`src/rtl/mem_arb_pkg.sv`:
```
// rtl/mem_arb_pkg.sv - shared constants for the cache/memory arbiter
//
// Purpose: default widths, FSM state encoding and owner encoding shared by
// cache_mem_arbiter and arb_pick.
// Ports: none (package).
// Configuration: ARB_ROUND_ROBIN_EN (see arb_pick) selects round-robin picking.

package mem_arb_pkg;

  localparam int ADDR_W_DEF  = 28;
  localparam int BLOCK_W_DEF = 128;

  localparam logic [1:0] ST_IDLE   = 2'd0;
  localparam logic [1:0] ST_ACCESS = 2'd1;
  localparam logic [1:0] ST_DONE   = 2'd2;

  localparam logic OWN_D = 1'b0;
  localparam logic OWN_I = 1'b1;

endpackage

```
`src/rtl/arb_pick.sv`:
```
// rtl/arb_pick.sv - two-way combinational owner picker
//
// Purpose: choose which cache owns the next memory transaction.
// Ports:
//   d_req       in   dcache has a read or write pending
//   i_req       in   icache has a read pending
//   last_owner  in   owner of the previous grant (OWN_D / OWN_I)
//   grant_owner out  owner to grant when at least one request is pending
// Configuration: ARB_ROUND_ROBIN_EN defined -> alternate on ties;
//   undefined -> fixed dcache priority.

module arb_pick
  import mem_arb_pkg::*;
(
  input  logic d_req,
  input  logic i_req,
  input  logic last_owner,
  output logic grant_owner
);

`ifdef ARB_ROUND_ROBIN_EN
  always_comb begin
    grant_owner = OWN_D;
    if (d_req && i_req) begin
      grant_owner = (last_owner == OWN_I) ? OWN_D : OWN_I;
    end else if (i_req) begin
      grant_owner = OWN_I;
    end
  end
`else
  // Fixed priority never looks at history.
  logic unused_last_owner;
  assign unused_last_owner = last_owner;

  always_comb begin
    grant_owner = OWN_D;
    if (i_req && !d_req) begin
      grant_owner = OWN_I;
    end
  end
`endif

endmodule

```
`src/rtl/cache_mem_arbiter.sv`:
```
// rtl/cache_mem_arbiter.sv - shares one block-wide memory port between icache and dcache
//
// Purpose: grants the memory port to one cache at a time, registers the
// memory strobes/address/data, waits for the memory, returns the read block
// and inserts a one-cycle strobe-low DONE gap after every access.
// Ports:
//   CLOCK, RESET                     clock, async active-low reset
//   D_READ/D_WRITE/D_ADDRESS/D_WRITEDATA   dcache request
//   D_READDATA, D_BUSYWAIT           dcache response / stall
//   I_READ/I_ADDRESS                 icache request
//   I_READDATA, I_BUSYWAIT           icache response / stall
//   MEM_READ/MEM_WRITE/MEM_ADDRESS/MEM_WRITEDATA  registered memory request
//   MEM_READDATA, MEM_BUSYWAIT       memory response
// Configuration: ARB_ROUND_ROBIN_EN enables round-robin arbitration on ties.

module cache_mem_arbiter
  import mem_arb_pkg::*;
#(
  parameter int ADDR_W  = ADDR_W_DEF,
  parameter int BLOCK_W = BLOCK_W_DEF
) (
  input  logic               CLOCK,
  input  logic               RESET,
  input  logic               D_READ,
  input  logic               D_WRITE,
  input  logic [ADDR_W-1:0]  D_ADDRESS,
  input  logic [BLOCK_W-1:0] D_WRITEDATA,
  output logic [BLOCK_W-1:0] D_READDATA,
  output logic               D_BUSYWAIT,
  input  logic               I_READ,
  input  logic [ADDR_W-1:0]  I_ADDRESS,
  output logic [BLOCK_W-1:0] I_READDATA,
  output logic               I_BUSYWAIT,
  output logic               MEM_READ,
  output logic               MEM_WRITE,
  output logic [ADDR_W-1:0]  MEM_ADDRESS,
  output logic [BLOCK_W-1:0] MEM_WRITEDATA,
  input  logic [BLOCK_W-1:0] MEM_READDATA,
  input  logic               MEM_BUSYWAIT
);

  logic [1:0]         state_q, state_d;
  logic               owner_q, owner_d;
  logic               last_owner_q, last_owner_d;
  logic               armed_q, armed_d;
  logic               mem_read_q, mem_read_d;
  logic               mem_write_q, mem_write_d;
  logic [ADDR_W-1:0]  mem_addr_q, mem_addr_d;
  logic [BLOCK_W-1:0] mem_wdata_q, mem_wdata_d;
  logic [BLOCK_W-1:0] d_rdata_q, d_rdata_d;
  logic [BLOCK_W-1:0] i_rdata_q, i_rdata_d;

  logic d_req;
  logic i_req;
  logic grant_owner;

  assign d_req = D_READ | D_WRITE;
  assign i_req = I_READ;

  arb_pick u_arb_pick (
    .d_req       (d_req),
    .i_req       (i_req),
    .last_owner  (last_owner_q),
    .grant_owner (grant_owner)
  );

  // Stall is released only in the owner's DONE cycle; no request, no stall.
  assign D_BUSYWAIT = d_req & ~((state_q == ST_DONE) & (owner_q == OWN_D));
  assign I_BUSYWAIT = i_req & ~((state_q == ST_DONE) & (owner_q == OWN_I));

  assign MEM_READ      = mem_read_q;
  assign MEM_WRITE     = mem_write_q;
  assign MEM_ADDRESS   = mem_addr_q;
  assign MEM_WRITEDATA = mem_wdata_q;
  assign D_READDATA    = d_rdata_q;
  assign I_READDATA    = i_rdata_q;

  always_comb begin
    state_d      = state_q;
    owner_d      = owner_q;
    last_owner_d = last_owner_q;
    armed_d      = armed_q;
    mem_read_d   = mem_read_q;
    mem_write_d  = mem_write_q;
    mem_addr_d   = mem_addr_q;
    mem_wdata_d  = mem_wdata_q;
    d_rdata_d    = d_rdata_q;
    i_rdata_d    = i_rdata_q;

    case (state_q)
      ST_IDLE: begin
        armed_d = 1'b0;
        if (d_req || i_req) begin
          owner_d      = grant_owner;
          last_owner_d = grant_owner;
          state_d      = ST_ACCESS;
          if (grant_owner == OWN_D) begin
            // Read+write together is a write-back; never strobe both.
            mem_read_d  = D_READ & ~D_WRITE;
            mem_write_d = D_WRITE;
            mem_addr_d  = D_ADDRESS;
            mem_wdata_d = D_WRITEDATA;
          end else begin
            mem_read_d  = 1'b1;
            mem_write_d = 1'b0;
            mem_addr_d  = I_ADDRESS;
          end
        end
      end

      ST_ACCESS: begin
        // The memory needs one edge to see the strobe and raise its own
        // busywait, so the first edge in ACCESS only arms the exit check.
        if (!armed_q) begin
          armed_d = 1'b1;
        end else if (!MEM_BUSYWAIT) begin
          if (mem_read_q) begin
            if (owner_q == OWN_D) begin
              d_rdata_d = MEM_READDATA;
            end else begin
              i_rdata_d = MEM_READDATA;
            end
          end
          mem_read_d  = 1'b0;
          mem_write_d = 1'b0;
          state_d     = ST_DONE;
        end
      end

      ST_DONE: begin
        state_d = ST_IDLE;
      end

      default: begin
        state_d     = ST_IDLE;
        mem_read_d  = 1'b0;
        mem_write_d = 1'b0;
      end
    endcase
  end

  always_ff @(posedge CLOCK or negedge RESET) begin
    if (!RESET) begin
      state_q      <= ST_IDLE;
      owner_q      <= OWN_D;
      last_owner_q <= OWN_I;
      armed_q      <= 1'b0;
      mem_read_q   <= 1'b0;
      mem_write_q  <= 1'b0;
      mem_addr_q   <= '0;
      mem_wdata_q  <= '0;
      d_rdata_q    <= '0;
      i_rdata_q    <= '0;
    end else begin
      state_q      <= state_d;
      owner_q      <= owner_d;
      last_owner_q <= last_owner_d;
      armed_q      <= armed_d;
      mem_read_q   <= mem_read_d;
      mem_write_q  <= mem_write_d;
      mem_addr_q   <= mem_addr_d;
      mem_wdata_q  <= mem_wdata_d;
      d_rdata_q    <= d_rdata_d;
      i_rdata_q    <= i_rdata_d;
    end
  end

endmodule

```
`config.mk`:
```
export PLATFORM = sky130hd
export DESIGN_NAME = cache_mem_arbiter
export DESIGN_NICKNAME = d
export VERILOG_FILES = /design/src/rtl/mem_arb_pkg.sv /design/src/rtl/arb_pick.sv /design/src/rtl/cache_mem_arbiter.sv
export SDC_FILE = /design/constraint.sdc
export NUM_CORES = 1
export LEC_CHECK = 0
export CAP_MARGIN = 20
export CORE_AREA = 2 2 282 284
export DETAILED_ROUTE_END_ITERATION = 10
export DIE_AREA = 0 0 284 286
export GPL_ROUTABILITY_DRIVEN = 1
export PLACE_DENSITY_LB_ADDON = 0.08
export SETUP_SLACK_MARGIN = 0.3
export SLEW_MARGIN = 20
export SYNTH_ARGS = -nofsm -noshare
export SYNTH_HDL_FRONTEND = slang
export SYNTH_SLANG_ARGS = --single-unit
```
`constraint.sdc`:
```
create_clock -name CLOCK -period 2.2 [get_ports CLOCK]
set_input_delay 0.44 -clock CLOCK [delete_from_list [all_inputs] [get_ports CLOCK]]
set_output_delay 0.44 -clock CLOCK [all_outputs]
set_load 0.01 [all_outputs]
```
-- Yosys cells after proc, flatten, opt, wreduce, memory -nomap -nowiden
Cells that the tools add are included.
- flip-flop bits (word level): 418
- bits of input ports: 318
- output and inout port bits: 416
- word-level logic and storage cells: 53
- equality and inequality tests: 5
- multiplexer cells: 15
- bitwise operators: 13
- reduce and logical (&&, ||, !) cells: 11
- operators by type and width (cell ; number):
    $mux W28 ; 1
    $reduce_and A5 Y1 ; 2
    $mux W1 ; 7
    $not A1 Y1 ; 7
    $mux W2 ; 3
    $ne A2 B2 Y1 const B ; 3
    $pmux W1 S3 ; 2
    $reduce_and A3 Y1 ; 2
    $and A1 B1 Y1 ; 5
    $pmux W2 S2 ; 1
    $reduce_and A4 Y1 ; 1
    $eq A2 B1 Y1 const B ; 1
    $eq A2 B2 Y1 const B ; 1
    $logic_not A2 Y1 ; 1
    $pmux W1 S2 ; 1
    $reduce_and A2 Y1 ; 1
    $reduce_bool A2 Y1 ; 1
    $logic_and A1 B1 Y1 ; 1
    $logic_not A1 Y1 ; 1
    $logic_or A1 B1 Y1 ; 1
    $or A1 B1 Y1 ; 1

-- Logic depth before layout (Yosys ltp)
Gate-level depths: netlist of run 1.
- depth after elaboration: 7
- mapped depth: 5
- mapped depth without buffers: 3

-- Modules after synthesis
Synthesis of run 1 repeated with hierarchy kept, for this count alone.
- cell total of the unflattened synthesis: 935
- area, all modules: 16056.6 um2
- by module, submodules not included (module ; instances ; cells an instance ; area each (um2) ; seq. area each (um2)):
    cache_mem_arbiter ; 1 ; 934 ; 16042.9 ; 10486.3
    arb_pick ; 1 ; 1 ; 13.8 ; 0.0

-- Worst setup path before layout of run 1
OpenSTA, ideal clock, no wires.
- path type: input port to flip-flop
- from: input MEM_BUSYWAIT
- to: register i_rdata_q[100] (netlist: I_READDATA[100])
- arrival time: 1.575 ns
- required time: 2.075 ns
- setup slack: 0.500 ns
- stages on the path: 5
- buffers on the path: 2
- cell sequence: and4bb_4 -> and3_4 -> buf_12 -> buf_12 -> mux2_4
- longest elaborated chain between the ends: 2
- ends and longest elaborated chain (element ; RTL line ; text):
    start, declared ; cache_mem_arbiter.sv:39 ; input logic MEM_BUSYWAIT
    $not A1 Y1 (no source line) ; - ;
    $reduce_and A5 Y1 (no source line) ; - ;
    end signal, assigned ; cache_mem_arbiter.sv:164 ; i_rdata_q <= i_rdata_d;
    end, declared ; cache_mem_arbiter.sv:51 ; logic [BLOCK_W-1:0] i_rdata_q, i_rdata_d;
No other way between the ends.
A chain may end at the register's enable or synchronous reset.

-- Worst setup path after layout of run 1
- from: register state_q[0]
- to: output I_BUSYWAIT
- longest elaborated chain between the ends: 4
- ends and longest elaborated chain (element ; RTL line ; text):
    start, declared ; cache_mem_arbiter.sv:42 ; logic [1:0] state_q, state_d;
    start signal, assigned ; cache_mem_arbiter.sv:155 ; state_q <= state_d;
    $eq A2 B2 Y1 ; cache_mem_arbiter.sv:69 ; assign I_BUSYWAIT = i_req & ~((state_q == ST_DONE) & (owner_q == OWN_I));
    $and A1 B1 Y1 ; cache_mem_arbiter.sv:69 ;
    $not A1 Y1 ; cache_mem_arbiter.sv:69 ;
    $and A1 B1 Y1 ; cache_mem_arbiter.sv:69 ;
    end, declared ; cache_mem_arbiter.sv:33 ; output logic I_BUSYWAIT,
No other way between the ends.

==> flow_summary.ini, run 1 <==
[status]
status = complete, no violations

[die]
core_area_mm2 = 0.07836
initial_core_util_pct = 20.85
die_h_um = 286
die_area_mm2 = 0.08122
io_pins = 734
row_count = 103
fp.dieW_um = 284

[placed_design]
dp_hpwl_mm = 46.00
gp_congestion = 0.7714
io_buffers = 733

[sta]
setup_viol = 0
clock_skew_ns = 0.01868
hold_violations = 0
relSlewSlack_pct = 64.33
timing.hold.ws_ns = 0.3919
period_share_pct = 90.90
slew_viol_final = 0
worst_pin_slew_ns = 0.5350
finalSetupTns_ns = 0
rsz0062_at_grt = true
min_period_ns = 2.000
max_freq_mhz = 500.0

[power_and_ir_drop]
powerDensity_mw_per_mm2 = 1394
leakage_nw = 12.45
ir_worst_vdd_v = 0.0006560

[hold_path]
hold_path_class = in -> async

[clock_network]
cts_tree = done
clockBufferDepth = 3
clk_pin_slew_ns = 0.06
cts_buffers = 52
clk_latency_ns = 0.58
numClockSinks = 418
cts-root-buf = clkbuf_16
cts_max_level = 2

[drt]
wl_per_cell_um = 21.89
first_iter_violations = 301
vias_per_cell = 3.959
first_pass_iters = 4
antenna_left = 0
drc = 0
num_vias = 11350
wl_mm = 62.77

[synthesis]
avgSynthCellArea_um2 = 17.36
syn_area_mm2 = 0.01634
ys_ff_latch = 418
yosysWarnings = 0
synthCells = 941
syn_nets = 1259
ys_types = 28
ys_seq_area_share_pct = 64.02

[global_routing]
grt_pass1_vias = 12310
grt-ovfl-total = 0
grt_usage_pct = 14.40
grt_first_pass_wirelength_mm = 86.88
grt_max_degree = 67
antenna_found_initial = 10

[finish]
area.growth.synth_to_final_pct = 66.50
regArea_mm2 = 0.01046
nFillCells = 7921
most-common-layout-cells = 416 x dfrtp_1, 414 x dlygate4sd2_1, 316 x clkdlybuf4s50_1
drive_gt1_share_pct = 31.68
final_common_cell = dfrtp_1
nets = 2092
multi_input_area_mm2 = 0.005333

[run]
maxCapViolCount = 0

[worst_setup_path]
r2r_slack_ns = 0.22
cp-start-kind = flip-flop
worstReg2RegStart = state_q[1]$_DFFE_PN0P_
r2r_end = D_READDATA[86]$_DFFE_PN0P_
rr_worst_depth = 8
path_max_fanout = 3
cp.required_ns = 1.76
crit_type = reg -> out
cp.arrival_ns = 1.56
cp-end-kind = output port
-- worst max-delay path: stages, from the launching register on --
cell and delay, ns:
dfrtp_2 0.41, or2b_1 0.26, o21a_1 0.20, buf_6 0.13
-- sequential cells by signal, summed over array words and instances, names as in the netlist --
| name | cells |
|---|---|
| MEM_WRITEDATA | 128 |
| MEM_READ | 1 |
| D_READDATA | 128 |
| state_q | 2 |
| owner_q | 1 |
| MEM_ADDRESS | 28 |
| I_READDATA | 128 |
| MEM_WRITE | 1 |
| armed_q | 1 |
-- how the worst max path moves through the flow --
stage	cells past startpoint	startpoint	endpoint	slack [ns]
after detailed placement	5	MEM_BUSYWAIT	I_READDATA[5]$_DFFE_PN0P_	-0.11
after floorplan	5	MEM_BUSYWAIT	I_READDATA[100]$_DFFE_PN0P_	0.50
after global routing	4	state_q[0]$_DFFE_PN0P_	D_BUSYWAIT	0.10
after global placement	5	MEM_BUSYWAIT	I_READDATA[120]$_DFFE_PN0P_	-0.1
after CTS	4	state_q[0]$_DFFE_PN0P_	D_BUSYWAIT	0.15
final	3	state_q[0]$_DFFE_PN0P_	I_BUSYWAIT	0.20
-- kinds of logic (layout without fill, tap and decap cells) --
group | count (synthesis) | count (layout) | synth area share, %
flip-flops | 418 | 418 | 64.02
buffers and inverters | 56 | 927 | 3.492
multiplexers | 384 | 384 | 28.81
AO/OA/AOI/OAI | 64 | 64 | 2.956
other | 0 | 5 | 0
AND/OR/NAND/NOR | 19 | 19 | 0.7200
-- synthesized netlist by cell type --
library cell / instances / share of area, %
dfrtp_1: 418 / 64
mux2_2: 282 / 19
mux2_4: 102 / 9.4
a2bb2oi_1: 29 / 1.6
o22ai_1: 28 / 1.1
buf_6: 17 / 1.2
buf_12: 11 / 1.3
buf_4: 11 / 0.51
buf_2: 10 / 0.31
nor2_1: 7 / 0.16
clkbuf_1: 5 / 0.11
inv_1: 2 / 0.046
nand2_1: 2 / 0.046
nor3_1: 2 / 0.061
or2b_1: 2 / 0.092
a21oi_1: 1 / 0.031
a221o_1: 1 / 0.061
a221oi_1: 1 / 0.054
and3_1: 1 / 0.038
and3_4: 1 / 0.069
and4bb_4: 1 / 0.10
nand3_2: 1 / 0.061
nor2b_1: 1 / 0.038
o21a_1: 1 / 0.046
o21ai_0: 1 / 0.031
o221ai_1: 1 / 0.054
o31a_1: 1 / 0.054
or3b_2: 1 / 0.054
-- layer usage --
metal / wire [um] / up-vias / global-route usage (%)
met3: 5188 / 92 / 5.407
met1: 23800 / 5717 / 15.82
li1: - / 5089 / -
met4: 1846 / 10 / 4.882
met5: 52 / - / 0
met2: 31880 / 442 / 25.51
-- area by class of cell --
class                      instances  area share [%]
antenna                            5         0.04599
clock buffer                      77           5.611
clock inverter                    15          0.7497
inverter                           2         0.02760
multi-input combinational        467           19.60
sequential                       418           38.46
tap                             1050           4.829
timing repair buffer             833           30.67
-- stage by stage --
step | area, um2 | power (mW) | setup WS (ns) | cells | util (%)
finish | 27200 | 37.94 | 0.2001 | 2867 | 34.72
global route | 27200 | 40.17 | 0.1005 | 2866 | 34.72
CTS | 26590 | 38.46 | 0.1453 | 2830 | 33.94
detailed placement | 25170 | 32.08 | -0.1082 | 2726 | 32.12
global placement | 25170 | 32.03 | -0.09517 | 2726 | 32.12
floorplan | 16340 | 20.95 | 0.5001 | 941 | -
-- what timing repair did --
| item | CTS | global route |
|---|---|---|
| pin swaps | 0 | 1 |
| hold endpoints to repair | 29 | 0 |
| gates resized for setup | 434 | 25 |
| hold buffers | 1 | 0 |
| gates cloned | 4 | 16 |
| buffers inserted | 7 | 16 |
| endpoints found under the setup margin | 453 | 220 |
-- power breakdown --
group          switching (mW)  internal (mW)  total (mW)
Combinational            6.94           8.76        15.7
Sequential               1.97           11.6        13.5
Clock                    3.36           5.34        8.71
Note: power is estimated with default switching activity, not from simulation.
==> run 2: changes to the inputs <==
==> constraint.sdc (replaced) <==
create_clock -name CLOCK -period 2.2 [get_ports CLOCK]
set_input_delay 0.55 -clock CLOCK [delete_from_list [all_inputs] [get_ports CLOCK]]
set_output_delay 0.55 -clock CLOCK [all_outputs]
set_load 0.01 [all_outputs]
==> flow_summary.ini, run 2 (synthesis gave the netlist of run 1 again) <==
[finish]
area.growth.synth_to_final_pct = 71.61
final_common_cell = dfrtp_1
nets = 2121
most-common-layout-cells = 417 x dfrtp_1, 368 x dlygate4sd2_1, 316 x clkdlybuf4s50_1
nFillCells = 7811
fin_cells = 2891
stdcell_area_mm2 = 0.02804
drive_gt1_share_pct = 33.46

[sta]
rsz0062_at_grt = true
slew_viol_final = 0
hold_violations = 0
min_period_ns = 2.109
clock_skew_ns = 0.01338
relSlewSlack_pct = 71.50
setup_viol = 0
max_freq_mhz = 474.2
worst_pin_slew_ns = 0.4275
finalSetupTns_ns = 0
period_share_pct = 95.86

[placed_design]
dp_cells = 2745
placed_area_mm2 = 0.02540
io_buffers = 733
dp_hpwl_mm = 47.11
gp_congestion = 0.7669

[global_routing]
grt_pass1_vias = 12770
grt_max_degree = 71
grt_usage_pct = 14.80
antenna_found_initial = 10
grt_first_pass_wirelength_mm = 89.58
grt-ovfl-total = 0

[status]
status = complete, no violations

[worst_setup_path]
path_max_fanout = 7
cp-end-kind = flip-flop
worstReg2RegStart = state_q[1]$_DFFE_PN0P_
crit_chain = buf_4, buf_6, and4bb_4, and3_4, buf_12, buf_16, buf_12, clkbuf_16, mux2_4
cp.required_ns = 2.66
cp_common_cell = buf_12
slowest_stage = dfrtp_1
path_buf_inv = 6
cp-start-kind = flip-flop
cp.arrival_ns = 2.57
critical-path-top-delay-family = buffers and inverters
crit_type = reg -> reg
cp-startpoint = state_q[1]$_DFFE_PN0P_
critPathMaxStageDelay_ns = 0.39

[power_and_ir_drop]
ir_worst_vdd_v = 0.0005551
p_switching_mw = 12.68
power_mw = 39.17
powerDensity_mw_per_mm2 = 1397
leakage_nw = 12.83
p_int_mw = 26.49
p_sw_share_pct = 32.37
p_clk_share_pct = 21.6
p_comb_share_pct = 43.8
seqPwrFrac_pct = 34.6

[drt]
drc = 0
route.met3.wl_mm = 6.056
routed-wl-met2_mm = 32.39
highest_layer = met5
wl_per_cell_um = 22.07
first_iter_violations = 313
vias_per_cell = 3.983
wl_mm = 63.80
antenna_left = 0
wl_met1_mm = 23.33
num_vias = 11510
first_pass_iters = 4

[clock_network]
cts-root-buf = clkbuf_16
clk_pin_slew_ns = 0.05
cts_max_level = 2
cts_tree = done
clk_latency_ns = 0.58
clockBufferDepth = 3
cts_buffers = 53
numClockSinks = 418

[run]
maxCapViolCount = 0

[die]
die_area_mm2 = 0.08122
die_h_um = 286
fp.dieW_um = 284
initial_core_util_pct = 20.85
core_area_mm2 = 0.07836
row_count = 103
io_pins = 734

[hold_path]
hold_path_class = in -> async
-- run 2: cell types whose count changed in the layout (fill, tap and decap cells not counted), moves of 8 or more --
| cell | previous run | this run |
|---|---|---|
| mux2_4 | 104 | 173 |
| clkdlybuf4s15_2 | 0 | 13 |
| buf_12 | 27 | 39 |
| mux2_2 | 280 | 211 |
| dlygate4sd2_1 | 414 | 368 |
| buf_6 | 7 | 15 |
| clkdlybuf4s15_1 | 0 | 31 |
-- run 2: power by group through the flow --
stage | Sequential (mW) | Clock, mW | Combinational (mW)
global placement | 13.7 | 0 | 18.4
finish | 13.5 | 8.46 | 17.2
detailed placement | 13.7 | 0 | 18.5
CTS | 13.6 | 8.80 | 16.2
global route | 14.1 | 9.11 | 18.2
floorplan | 15.3 | 0 | 5.63
-- run 2: cell type report --
class / count / area (um2) / share of cell area, %
clock inverters: 7 / 66.31 / 0.2365
inverters: 2 / 7.507 / 0.02677
well taps: 1050 / 1314 / 4.686
multi-input cells: 467 / 5612 / 20.01
repair buffers: 861 / 8959 / 31.95
flip-flops and latches: 418 / 10460 / 37.31
clock buffers: 83 / 1612 / 5.748
diodes: 3 / 7.507 / 0.02677
-- run 2: worst paths after layout --
check                      cells after the start  slack [ns]                          to
max reg2reg                                    9        0.09  I_READDATA[12]$_DFFE_PN0P_
min                                            2        0.44  I_READDATA[29]$_DFFE_PN0P_
min in group CLOCK                             1        0.50  D_READDATA[24]$_DFFE_PN0P_
min reg2reg                                    1        0.50  D_READDATA[24]$_DFFE_PN0P_
max                                            9        0.09  I_READDATA[12]$_DFFE_PN0P_
max in group asynchronous                      4        0.89  D_READDATA[48]$_DFFE_PN0P_
-- run 2: timing repair --
| item | 4_1_cts | 5_1_grt |
|---|---|---|
| gates cloned | 7 | 16 |
| hold endpoints to repair | 29 | 0 |
| pin swaps | 2 | 3 |
| setup buffers | 21 | 8 |
| setup endpoints to repair | 512 | 379 |
| resized for setup | 509 | 114 |
| hold buffers | 1 | 0 |
-- run 2: layer usage --
layer / vias up / global-route usage (%)
li1: 5132 / -
met1: 5801 / 15.79
met2: 454 / 26.09
met3: 113 / 6.459
met4: 14 / 5.039
met5: - / 0
-- run 2: stage by stage --
step / hold slack, ns / setup slack [ns] / util [%]
6_report: 0.4395 / 0.09114 / 35.78
5_1_grt: 0.4371 / 0.01736 / 35.78
4_1_cts: 0.4180 / 0.02289 / 34.76
3_5_place_dp: 0.4638 / -0.2240 / 32.42
3_3_place_gp: 0.4635 / -0.2370 / 32.42
2_1_floorplan: 0.2544 / 0.3901 / -
